==> config.mk <==
export PLATFORM = sky130hd
export DESIGN_NAME = slave_mult_rq_ack
export DESIGN_NICKNAME = d
export VERILOG_FILES = /design/src/rtl/slave_mult_rq_ack.sv
export SDC_FILE = /design/constraint.sdc
export NUM_CORES = 1
export LEC_CHECK = 0
export ABC_AREA = 1
export BUFFER_PORTS_ARGS = -buffer_cell sky130_fd_sc_hd__buf_2
export CORE_ASPECT_RATIO = 1.25
export CORE_MARGIN = 1
export CORE_UTILIZATION = 30
export DETAILED_ROUTE_END_ITERATION = 7
export PLACE_DENSITY = 0.49
export SYNTH_ARGS = -nofsm -noshare
export SYNTH_HDL_FRONTEND = slang
export SYNTH_SLANG_ARGS = --single-unit
export TNS_END_PERCENT = 20
==> constraint.sdc <==
create_clock -name clk -period 5.15 [get_ports clk]
set_clock_uncertainty 0.15 [all_clocks]
set_input_delay 1.03 -clock clk [delete_from_list [all_inputs] [get_ports clk]]
set_output_delay 1.03 -clock clk [all_outputs]
set_load 0.01 [all_outputs]
==> src/rtl/slave_mult_rq_ack.sv <==
// Sequential shift-and-add multiplier, slave side of the req/ack handshake.
// Optional build macro START_QUAL_EN: accept only when req & start are both high.
module slave_mult_rq_ack #(
  parameter int REQDATA_WIDTH = 16,
  parameter int ACKDATA_WIDTH = 16
) (
  input  logic                     clk,
  input  logic                     rst_n,
  input  logic                     req,
  input  logic                     start,
  input  logic [REQDATA_WIDTH-1:0] req_data,
  output logic                     ack,
  output logic [ACKDATA_WIDTH-1:0] ack_data,
  output logic                     busy
);

  localparam int W     = REQDATA_WIDTH / 2;
  localparam int PW    = 2 * W;
  localparam int CNT_W = (W > 1) ? $clog2(W) : 1;
  localparam logic [CNT_W-1:0] CNT_LAST = CNT_W'(W - 1);

  typedef enum logic [1:0] {
    S_IDLE,
    S_CALC,
    S_DONE
  } state_t;

  state_t                   state_q, state_d;
  logic [PW-1:0]            a_q, a_d;
  logic [W-1:0]             b_q, b_d;
  logic [PW-1:0]            p_q, p_d;
  logic [CNT_W-1:0]         cnt_q, cnt_d;
  logic                     ack_d;
  logic [ACKDATA_WIDTH-1:0] ack_data_d;
  logic                     busy_d;

  logic                     accept;
  logic [PW-1:0]            p_sum;
  logic [ACKDATA_WIDTH-1:0] ack_res;

`ifdef START_QUAL_EN
  assign accept = req & start;
`else
  logic unused_start;
  assign unused_start = start;
  assign accept       = req;
`endif

  // Partial product for this step, so the final edge can publish P including its last addition.
  assign p_sum = b_q[0] ? (p_q + a_q) : p_q;

  if (ACKDATA_WIDTH <= PW) begin : g_trunc
    assign ack_res = p_sum[ACKDATA_WIDTH-1:0];
  end else begin : g_zext
    assign ack_res = ACKDATA_WIDTH'(p_sum);
  end

  // NOTE: every variable gets a default before the case so no path leaves it unassigned (no latches).
  always_comb begin
    state_d    = state_q;
    a_d        = a_q;
    b_d        = b_q;
    p_d        = p_q;
    cnt_d      = cnt_q;
    ack_d      = 1'b0;
    ack_data_d = ack_data;
    busy_d     = busy;

    case (state_q)
      S_IDLE: begin
        if (accept) begin
          a_d     = {{W{1'b0}}, req_data[REQDATA_WIDTH-1:W]};
          b_d     = req_data[W-1:0];
          p_d     = '0;
          cnt_d   = '0;
          busy_d  = 1'b1;
          state_d = S_CALC;
        end
      end

      S_CALC: begin
        p_d   = p_sum;
        a_d   = a_q << 1;
        b_d   = b_q >> 1;
        cnt_d = cnt_q + CNT_W'(1);
        if (cnt_q == CNT_LAST) begin
          ack_d      = 1'b1;
          ack_data_d = ack_res;
          state_d    = S_DONE;
        end
      end

      S_DONE: begin
        busy_d  = 1'b0;
        state_d = S_IDLE;
      end

      default: begin
        busy_d  = 1'b0;
        state_d = S_IDLE;
      end
    endcase
  end

  // NOTE: sequential state uses non-blocking assignments so all registers update together at the edge.
  always_ff @(posedge clk or negedge rst_n) begin
    if (!rst_n) begin
      state_q  <= S_IDLE;
      a_q      <= '0;
      b_q      <= '0;
      p_q      <= '0;
      cnt_q    <= '0;
      ack      <= 1'b0;
      ack_data <= '0;
      busy     <= 1'b0;
    end else begin
      state_q  <= state_d;
      a_q      <= a_d;
      b_q      <= b_d;
      p_q      <= p_d;
      cnt_q    <= cnt_d;
      ack      <= ack_d;
      ack_data <= ack_data_d;
      busy     <= busy_d;
    end
  end

endmodule

### Word level (Yosys, flattened, before mapping)

Cells that the tools add are included.

* word-level logic and storage cells: 37
* flip-flop bits (word level): 63
* output and inout port bits: 18
* input port bits: 20

* mux-type cells: 16
* bitwise logic cells: 1
* add/sub/neg operators: 2
* reduce and logical (&&, ||, !) cells: 6
* equal/unequal tests: 4

Operator list (count)
* $pmux W16 S2: 2
* $mux W16: 3
* $add A16 B16 Y16: 1
* $pmux W8 S2: 1
* $mux W8: 1
* $reduce_and A2 Y1: 4
* $pmux W3 S2: 1
* $mux W2: 2
* $ne A2 B2 Y1 const B: 2
* $pmux W2 S2: 1
* $add A3 B1 Y3 const B: 1
* $eq A3 B3 Y1 const B: 1
* $mux W1: 3
* $mux W3: 1
* $eq A2 B1 Y1 const B: 1
* $logic_not A2 Y1: 1
* $pmux W1 S2: 1
* $reduce_bool A2 Y1: 1
* $not A1 Y1: 1

### Logic depth before layout (Yosys ltp)

* word-level depth: 3
* mapped depth: 12
* depth with buffers taken out: 12

### Worst setup path after synthesis

No wires, ideal clock.

* path type: in2reg
* from: input req
* to: register b_q[1]
* required time: 4.873 ns
* buffers on the path: 1
* stages: 6
* setup time: 0.127 ns
* data arrival time: 1.681 ns
* slack: 3.192 ns
* cell sequence: nand2_1 > nor2_4 > nor2_2 > buf_2 > a22oi_1 > o21ai_1

* cells in the longest elaborated chain, start to end: 2

RTL lines
* from (decl): RTL line 9 `input logic req,`
* $ne A2 B2 Y1 (no source line)
* $reduce_and A2 Y1 (no source line)
* to (signal assigned): RTL line 110 `b_q <= '0;`
* to (signal assigned): RTL line 119 `b_q <= b_d;`
* to (decl): RTL line 30 `logic [W-1:0] b_q, b_d;`

Every way passes these cells.
A chain may end at the register's enable or synchronous reset.

### Worst setup path after layout

* from: input req
* to: register p_q[0]

* cells in the longest elaborated chain, start to end: 2

RTL lines
* $ne A2 B2 Y1 (no source line)
* $reduce_and A2 Y1 (no source line)
* to (signal assigned): RTL line 120 `p_q <= p_d;`
* to (decl): RTL line 31 `logic [PW-1:0] p_q, p_d;`

Every way passes these cells.

==> run metrics <==
slew margin rel. 23.3%; CTS root buf clkbuf_16; critical path type in2reg; drt first pass iters 4; via count between 3000 and 4000; CTS tree yes; Tcrit/Tclk final approximately 45%; HP Class reg2reg; initial cell density of the core between 30 and 40%; clock slew at reported path FFs 0.05 ns; initial antenna violation count 0; CTS sink cnt 63; Filler Cell Count ~1300; IO buf count 36; setup tns final 0 ns; final setup fails 0; Final min period 2.34 ns; EDFF count, synth 0; CTS max path bufs 2; crit path max fanout 31; total global routing track utilization 15.6%; Yosys reg bits 63; highest-count cells in the layout ignoring fill and taps nand2_1 (151), dfrtp_1 (63), inv_1 (53), buf_2 (36), nand3_1 (32); top_reg_cell synth dfrtp_1; status finished clean; Ant. Diodes 0; Post-CTS Setup Bufs 0; Routed wire per std cell 13.3 um; max-capacitance violation count 0; H-tree levels 3; vias per cell about 4.6; chip height about 120 um; Syn Nets just over 500; I/O Pins 38; Peak supply drop just under 300 uV; met2 Usage GRT between 20% and 30%; asr flop ratio synth 100%; largest net degree at the start of global routing 40; Seq/Total Area, Yosys between 40% and 50%; synth warn 0; setup ws final 2.81 ns; area grow syn2layout 17.8%; hold-fix buffers at CTS 0; post-detail-place hpwl roughly 6.1 mm; Worst EP required 5.20 ns; 1st-iter DRT viols 139; # DRC 0; met3 track demand over resource approximately 3.7%; grt ovf 0; final cell count without fillers approximately 670; synth unique cells 33; Place WS between 2 and 2.5 ns; synthesized area per cell a little under 8 um2; Fmax achieved between 0.4 and 0.5 GHz; endpoint class of the critical path flop; core area 11700 um2; global placement routability congestion roughly 0.8; M1 GR Usage between 10% and 20%; CP Launch Type input pin; fin nets around 540; Routed Antenna Nets 0; cells after synthesis roughly 470; unrepaired setup endpoints after global routing false; post-synthesis cell area 3610 um2; Placed Cells 651; CTS resizes 0; share of layout cells above drive strength 1 between 15 and 20%; first-pass GRT wire length roughly 15 mm; Rows 44; TritonCTS Buffers 9; die area about 12000 um2; commonest non-fill, non-tap cell in the layout nand2_1; Tightest Pin Transition approximately 1.2 ns; final hold vios 0; Die Span X 100 um; DRT Wirelength just under 9 mm; P per Cell Area a little over 800 nW/um2; Worst-Skew Late Latency between 0.3 and 0.4 ns; Max Slew Vio Count 0; Worst Path Arrival approximately 2.4 ns; P_leak between 0.002 and 0.0025 uW; vias in the first global route between 2000 and 3000; most used routing layer met2
## synthesized netlist by cell type (2+ instances only)
| master | instances | area share (%) |
|---|---|---|
| o21ai_1 | 15 | 2.1 |
| xor2_1 | 2 | 0.49 |
| dfrtp_1 | 63 | 44 |
| nand3_2 | 6 | 1.7 |
| nor2_1 | 23 | 2.4 |
| o22ai_1 | 11 | 1.9 |
| nor2_2 | 2 | 0.35 |
| ha_1 | 17 | 5.9 |
| xnor2_1 | 2 | 0.49 |
| nor3_2 | 3 | 0.83 |
| nand3_1 | 32 | 4.4 |
| a22o_1 | 3 | 0.73 |
| inv_1 | 53 | 5.5 |
| nand2_2 | 7 | 1.2 |
| clkbuf_1 | 3 | 0.31 |
| nand2_1 | 151 | 16 |
| buf_2 | 11 | 1.5 |
| buf_4 | 2 | 0.42 |
| a21oi_1 | 19 | 2.6 |
| o21ai_0 | 19 | 2.6 |
| inv_2 | 5 | 0.52 |
| or2_2 | 8 | 1.4 |
## per-layer routing
metal | up-vias | wire length [um]
met5 | - | 0
met4 | 0 | 162
met2 | 41 | 4500
met1 | 1420 | 3950
met3 | 15 | 250
li1 | 1559 | -
## stage by stage
stage	area, um2	hold slack (ns)	utilization (%)	power, uW
after floorplan	3610	0.304	-	2330
after global placement	3920	0.313	33.6	2750
after detailed placement	3920	0.315	33.6	2790
after CTS	4250	0.330	36.4	3490
after global routing	4250	0.354	36.4	3780
final	4250	0.325	36.4	3440
## critical path: stages
cell	delay, ns
buf_2	0.07
nand2_1	0.09
nor2_4	0.35
nor2_2	0.04
buf_4	0.27
inv_1	0.39
o21ai_0	0.14
## where the power goes
group	total, uW	internal [uW]	switching [uW]
logic	1810	683	1130
registers	941	742	199
clock network	684	460	224
total	3440	1880	1550
## final timing paths
kind / end / cells after the start / slack [ns] / start
max reg2reg: ack_data[11] / 7 / 2.91 / state_q[1]
min in group asynchronous: cnt_q[1] / 1 / 0.57 / rst_n
max: p_q[0] / 7 / 2.81 / req
max in group asynchronous: ack_data[0] / 2 / 3.33 / rst_n
min: ack_data[9] / 2 / 0.32 / ack_data[9]
min reg2reg: ack_data[9] / 2 / 0.32 / ack_data[9]
## kinds of logic (layout without fill, tap and decap cells)
logic type / after synthesis / after routing / share of synthesized area (%)
adder cells (fa/ha/maj): 18 / 18 / 6.45
AO/OA/AOI/OAI: 69 / 69 / 10.4
buffers and inverters: 75 / 112 / 8.60
AND/OR/NAND/NOR: 239 / 239 / 29.9
XOR/XNOR: 4 / 4 / 0.971
flip-flops: 63 / 63 / 43.7
## layout make-up
class	instances	area (um2)	share of cell area [%]
Multi-Input combinational cell	330	1720	40.5
Inverter	58	218	5.12
Tap cell	161	201	4.74
Clock inverter	3	65.1	1.53
Timing Repair Buffer	39	203	4.77
Sequential cell	63	1580	37.1
Clock buffer	12	267	6.27
## state kept, by name, indices dropped and copies added (netlist names)
register,cells
ack,1
a_q,16
ack_data,16
busy,1
b_q,8
p_q,16
cnt_q,3
state_q,2
No activity file was read; power rests on OpenSTA's default activity.
